## config.mk

```make
export PLATFORM = sky130hd
export DESIGN_NAME = fp_addsub_result_capture
export DESIGN_NICKNAME = d
export VERILOG_FILES = /design/src/rtl/fp_pkg.sv /design/src/rtl/sync_fifo.sv /design/src/rtl/fp_addsub_result_capture.sv
export SDC_FILE = /design/constraint.sdc
export NUM_CORES = 1
export LEC_CHECK = 0
export ABC_AREA = 1
export CAP_MARGIN = 25
export CORE_AREA = 5 5 132 166
export CTS_CLUSTER_SIZE = 24
export DETAILED_ROUTE_END_ITERATION = 10
export DIE_AREA = 0 0 137 171
export DONT_BUFFER_PORTS = 1
export GPL_ROUTABILITY_DRIVEN = 0
export PLACE_DENSITY_LB_ADDON = 0.15
export SETUP_SLACK_MARGIN = 0.4
export SLEW_MARGIN = 20
export SYNTH_ARGS = -nofsm -noshare
export SYNTH_HDL_FRONTEND = slang
export SYNTH_HIERARCHICAL = 1
export SYNTH_SLANG_ARGS = --single-unit
```

## constraint.sdc

```tcl
create_clock -name clk -period 5.6 [get_ports clk]
set_input_delay 1.68 -clock clk [delete_from_list [all_inputs] [get_ports clk]]
set_output_delay 1.68 -clock clk [all_outputs]
set_load 0.02 [all_outputs]
```

## src/rtl/fp_pkg.sv

```systemverilog
// Shared constants and result layout for the FPAddSub receive path.
package fp_pkg;

    localparam int FP_W              = 32;
    localparam int FLAGS_W           = 5;
    // Must track the pipeline depth of the FPAddSub core this block sits behind.
    localparam int FPADDSUB_LATENCY  = 5;
    localparam int FP_TAG_W          = 4;

    typedef struct packed {
        logic [FP_W-1:0]     z;
        logic [FLAGS_W-1:0]  flags;
        logic [FP_TAG_W-1:0] tag;
    } fp_result_t;

endpackage

```

## src/rtl/sync_fifo.sv

```systemverilog
// Small synchronous FIFO: registered storage and pointers, no write-to-read bypass.
module sync_fifo #(
    parameter int W     = 8,
    parameter int DEPTH = 4
) (
    input  logic                         clk,
    input  logic                         rst,
    input  logic                         push_i,
    input  logic [W-1:0]                 din_i,
    input  logic                         pop_i,
    output logic [W-1:0]                 dout_o,
    output logic [$clog2(DEPTH+1)-1:0]   count_o,
    output logic                         full_o,
    output logic                         empty_o
);

    localparam int AW = (DEPTH > 1) ? $clog2(DEPTH) : 1;
    localparam int CW = $clog2(DEPTH+1);

    logic [W-1:0]  mem_q [DEPTH];
    logic [AW-1:0] rd_ptr_q, rd_ptr_d;
    logic [AW-1:0] wr_ptr_q, wr_ptr_d;
    logic [CW-1:0] count_q, count_d;
    logic          push_ok, pop_ok;

    assign full_o  = (count_q == CW'(DEPTH));
    assign empty_o = (count_q == '0);
    assign count_o = count_q;
    assign dout_o  = mem_q[rd_ptr_q];

    // A push into a full FIFO is allowed only when the head leaves in the same cycle.
    assign pop_ok  = pop_i && !empty_o;
    assign push_ok = push_i && (!full_o || pop_ok);

    // Next-state for pointers and occupancy; pointers wrap modulo DEPTH.
    always_comb begin
        rd_ptr_d = rd_ptr_q;
        wr_ptr_d = wr_ptr_q;
        count_d  = count_q;
        if (pop_ok)  rd_ptr_d = rd_ptr_q + AW'(1);
        if (push_ok) wr_ptr_d = wr_ptr_q + AW'(1);
        count_d = count_q + CW'(push_ok) - CW'(pop_ok);
    end

    // Pointer and count registers.
    always_ff @(posedge clk) begin
        if (rst) begin
            rd_ptr_q <= '0;
            wr_ptr_q <= '0;
            count_q  <= '0;
        end else begin
            rd_ptr_q <= rd_ptr_d;
            wr_ptr_q <= wr_ptr_d;
            count_q  <= count_d;
        end
    end

    // Storage write; contents are don't-care until the slot is pushed.
    always_ff @(posedge clk) begin
        if (push_ok) mem_q[wr_ptr_q] <= din_i;
    end

endmodule

```

## src/rtl/fp_addsub_result_capture.sv

```systemverilog
// Tracks operations issued into the fixed-latency FPAddSub pipeline, captures
// Z/Flags on the cycle they emerge, and buffers them for a valid/ready consumer.
//
// Handshakes: an issue is taken on a clock edge where issue_valid && issue_ready;
// a result is consumed on an edge where res_valid && res_ready. res_* hold steady
// while res_valid && !res_ready. issue_ready is a credit: every outstanding op
// (in the delay line or buffered) holds one FIFO slot, so a capture never
// finds the FIFO full.
module fp_addsub_result_capture
    import fp_pkg::*;
#(
    parameter int LATENCY = FPADDSUB_LATENCY,
    parameter int DEPTH   = 4,
    parameter int TAG_W   = 4
) (
    input  logic                        clk,
    input  logic                        rst,
    input  logic                        issue_valid,
    input  logic [TAG_W-1:0]            issue_tag,
    output logic                        issue_ready,
    input  logic [FP_W-1:0]             Z_in,
    input  logic [FLAGS_W-1:0]          Flags_in,
    output logic                        res_valid,
    input  logic                        res_ready,
    output logic [FP_W-1:0]             res_z,
    output logic [FLAGS_W-1:0]          res_flags,
    output logic [TAG_W-1:0]            res_tag,
    output logic                        res_exc,
    output logic [$clog2(DEPTH+1)-1:0]  in_flight,
    output logic                        proto_err
);

    localparam int CW = $clog2(DEPTH+1);
    localparam int RW = FP_W + FLAGS_W + TAG_W;

    logic [LATENCY-1:0] vld_q, vld_d;
    logic [TAG_W-1:0]   tag_q [LATENCY];
    logic [TAG_W-1:0]   tag_d [LATENCY];
    logic [CW-1:0]      in_flight_q, in_flight_d;
    logic               proto_err_q, proto_err_d;

    logic               accept;
    logic               last_vld;
    logic [CW:0]        used;

    logic               fifo_push, fifo_pop;
    logic [RW-1:0]      fifo_din, fifo_dout;
    logic [CW-1:0]      fifo_count;
    logic               fifo_full, fifo_empty;

    // Credit is computed from registered counts only, so a pop this cycle frees
    // its slot for issue starting next cycle.
    assign used        = {1'b0, in_flight_q} + {1'b0, fifo_count};
    assign issue_ready = (used < (CW+1)'(DEPTH));
    assign accept      = issue_valid && issue_ready;
    assign last_vld    = vld_q[LATENCY-1];

    // Delay line mirrors the FPAddSub pipeline: it never stalls.
    always_comb begin
        vld_d[0] = accept;
        tag_d[0] = issue_tag;
        for (int i = 1; i < LATENCY; i++) begin
            vld_d[i] = vld_q[i-1];
            tag_d[i] = tag_q[i-1];
        end
        in_flight_d = in_flight_q + CW'(accept) - CW'(last_vld);
        proto_err_d = proto_err_q | (issue_valid & ~issue_ready);
    end

    // Delay-line, occupancy and sticky error registers.
    always_ff @(posedge clk) begin
        if (rst) begin
            vld_q       <= '0;
            in_flight_q <= '0;
            proto_err_q <= 1'b0;
            for (int i = 0; i < LATENCY; i++) tag_q[i] <= '0;
        end else begin
            vld_q       <= vld_d;
            in_flight_q <= in_flight_d;
            proto_err_q <= proto_err_d;
            for (int i = 0; i < LATENCY; i++) tag_q[i] <= tag_d[i];
        end
    end

    // Z_in/Flags_in are only meaningful when the last stage is valid.
    assign fifo_din  = {Z_in, Flags_in, tag_q[LATENCY-1]};
    assign fifo_pop  = res_valid && res_ready;
    assign fifo_push = last_vld && (!fifo_full || fifo_pop);

    sync_fifo #(
        .W     (RW),
        .DEPTH (DEPTH)
    ) u_fifo (
        .clk     (clk),
        .rst     (rst),
        .push_i  (fifo_push),
        .din_i   (fifo_din),
        .pop_i   (fifo_pop),
        .dout_o  (fifo_dout),
        .count_o (fifo_count),
        .full_o  (fifo_full),
        .empty_o (fifo_empty)
    );

    // Head fields are forced to zero when nothing is buffered.
    assign res_valid = !fifo_empty;
    assign res_z     = res_valid ? fifo_dout[RW-1 -: FP_W]      : '0;
    assign res_flags = res_valid ? fifo_dout[TAG_W +: FLAGS_W]  : '0;
    assign res_tag   = res_valid ? fifo_dout[TAG_W-1:0]         : '0;
    assign res_exc   = |res_flags;
    assign in_flight = in_flight_q;
    assign proto_err = proto_err_q;

endmodule

```

==> impl_metrics.csv <==
group,metric,value,unit
sta,setup_violations,0,
floorplanning,core_area,20300,um^2
synthesis,ys_ff_latch,202,
sta,max_freq,222,MHz
placed_design,io_buffers,0,
sta,skew,0.00972,ns
route,avgRoutedWirePerCell,16.8,um
clocking,post_cts.repair.setup_buffers,0,
route,drtPass1Iterations,4,
setup_path,start_kind,"flop",
floorplanning,core.rowCount,59,
cells_and_area,fin_cells,953,
cells_and_area,drive_above_1_share,8.25,%
clocking,cts_root_buf,"clkbuf_16",
synthesis,synth_nets,720,
floorplanning,initial_utilization,38.9,%
synthesis,ys_types,25,
hold_path,min_from,"tag_q[0][2]",
global_route,antenna_found_initial,0,
route,wirelength,16000,um
floorplanning,die_height,171,um
clocking,clk_pin_slew_worst_paths,0.06,ns
route,drcViolationCount,0,
synthesis,yosys_warnings,6,
outcome,status,"complete, no violations",
sta,slew_headroom,41.0,%
synthesis,ys_seq_area_share,71.9,%
sta,finalHoldViolations,0,
sta,fin_tns_setup,0,ns
clocking,clkSinkCount,202,
power_and_ir_drop,power,3050,uW
cells_and_area,fin_area,8790,um^2
floorplanning,die_w,137,um
clocking,cts-resized-gates,0,
global_route,grt_max_degree,83,
clocking,clock_path_buffers,3,
global_route,grt_pass1_vias,4748,
synthesis,synth-main-ff-cell,"edfxtp_1",
setup_path,worstPathArrival,2.83,ns
cells_and_area,antennaDiodeCount,0,
cells_and_area,nNetsFinal,720,
placed_design,place_hpwl,9460,um
cells_and_area,nFillCells,1891,
hold_path,min_path_type,"reg -> reg",
clocking,cts_tree,"built",
clocking,clk_latency,0.50,ns
setup_path,cp_max_fo,42,
run,maxCapViolCount,0,
floorplanning,io_pins,93,
cells_and_area,final_cell_mix,"edfxtp_1 (164), nor2_1 (159), inv_1 (89)",
global_route,grt-ovfl-total,0,
placed_design,place_area,8120,um^2
setup_path,crit_type,"reg -> out",
sta,post-route-period-util,80.6,%
global_route,grt_pass1_wl,25500,um
synthesis,syn_inst,664,
sta,finalWorstSetupSlack,1.09,ns
clocking,cts_buffers,22,
power_and_ir_drop,p_leak,0.00319,uW
global_route,grt.total_usage,13.9,%
synthesis,synth-edff-count,164,
sta,drv_slew,0,
floorplanning,die_area,23400,um^2
route,via_per_inst,4.74,
setup_path,crit_required,3.92,ns
power_and_ir_drop,irDropWorstVdd,225,uV
route,vias,4513,
setup_path,worstSetupEndpointType,"primary output",
cells_and_area,final_common_cell,"edfxtp_1",
route,ant_nets,0,
placed_design,place_worst_setup_slack,1.37,ns
sta,fin_crit,4.51,ns
route,drt_iter0_drc,228,
clocking,h-tree-depth,1,
sta,worst-slew-pin-transition,0.884,ns
synthesis,syn_area_per_cell,11.9,um^2
clocking,holdBufCountCts,0,
placed_design,placedCellCount,914,
setup_path,r2r_start,"u_fifo/count_o[0]",
cells_and_area,synthToLayoutAreaGrowth,11.2,%
synthesis,async_flop_share,0,%
setup_path,r2r_setup_slack,1.84,ns
power_and_ir_drop,powerDensity,347,nW/um^2
synthesis,syn_area,7910,um^2
sta,rsz0062_at_grt,"false",
synth_stat cells, types with 6 or more instances:
| cell type | n | share of area (%) |
|---|---|---|
| dfxtp_1 | 38 | 9.6 |
| o22ai_1 | 41 | 3.2 |
| buf_6 | 8 | 1.1 |
| nand3_1 | 8 | 0.51 |
| a21oi_1 | 6 | 0.38 |
| o21ai_1 | 48 | 3.0 |
| o21ai_0 | 34 | 2.2 |
| nand2_1 | 17 | 0.81 |
| buf_2 | 17 | 1.1 |
| inv_1 | 90 | 4.3 |
| edfxtp_1 | 164 | 62 |
| ha_1 | 9 | 1.4 |
| nor2_1 | 163 | 7.7 |
| buf_4 | 6 | 0.57 |
report_power, final:
part | internal, uW | switching [uW]
clock | 777 | 545
combinational | 20.8 | 40.5
sequential | 1640 | 24.6
total | 2440 | 610
area by class of cell:
class | count | area (um^2) | area share (%)
clock buffers | 31 | 626 | 7.12
clock inverters | 8 | 42.5 | 0.484
inverters | 92 | 345 | 3.93
multi-input cells | 338 | 1680 | 19.1
flip-flops and latches | 202 | 5690 | 64.8
well taps | 274 | 343 | 3.90
repair buffers | 8 | 60.1 | 0.683
sequential cells by signal, summed over array words and instances (netlist names), named ones only:
name,count
u_fifo/mem_q,164
vld_q,5
u_fifo/count_o,3
u_fifo/rd_ptr_q,2
tag_q,20
proto_err,1
u_fifo/wr_ptr_q,2
in_flight,3
kinds of logic (layout without fill, tap and decap cells):
logic type,count (synthesis),after routing,synth area share [%]
adder cells (fa/ha/maj),11,11,1.93
AO/OA/AOI/OAI,130,130,8.91
AND/OR/NAND/NOR,195,195,9.81
buffers and inverters,124,139,7.20
XOR/XNOR,2,2,0.222
flip-flops,202,202,71.9
critical path, cell delays in order (launching register included):
cell and delay [ns]:
dfxtp_2 0.31, buf_4 0.27, inv_2 0.61, o21ai_0 0.21, o22ai_1 0.18, inv_1 0.06
nor2_1 0.38, nor2_1 0.10, nand3_1 0.22
layer usage:
| metal | vias to the layer above | global-route usage (%) | part of all wire [%] |
|---|---|---|---|
| met5 | - | 0 | 0 |
| met2 | 101 | 24.1 | 50 |
| li1 | 2243 | - | - |
| met1 | 2155 | 16.8 | 41 |
| met3 | 14 | 3.97 | 6.8 |
| met4 | 0 | 3.86 | 1.3 |
path summary, 6_finish.rpt:
kind / to / cells past startpoint
worst max register to register: u_fifo/mem_q[1][34] / 9
worst max-delay path: res_exc / 8
worst min-delay path: tag_q[0][6] / 2
worst min register to register: tag_q[0][6] / 2
through the flow:
| stage | hold slack (ns) | util [%] |
|---|---|---|
| floorplan | 0.388 | - |
| finish | 0.398 | 43.3 |
| global route | 0.399 | 43.3 |
| detailed placement | 0.392 | 40.0 |
| CTS | 0.400 | 43.3 |
| global placement | 0.392 | 40.0 |
No activity file was read; power rests on OpenSTA's default activity.
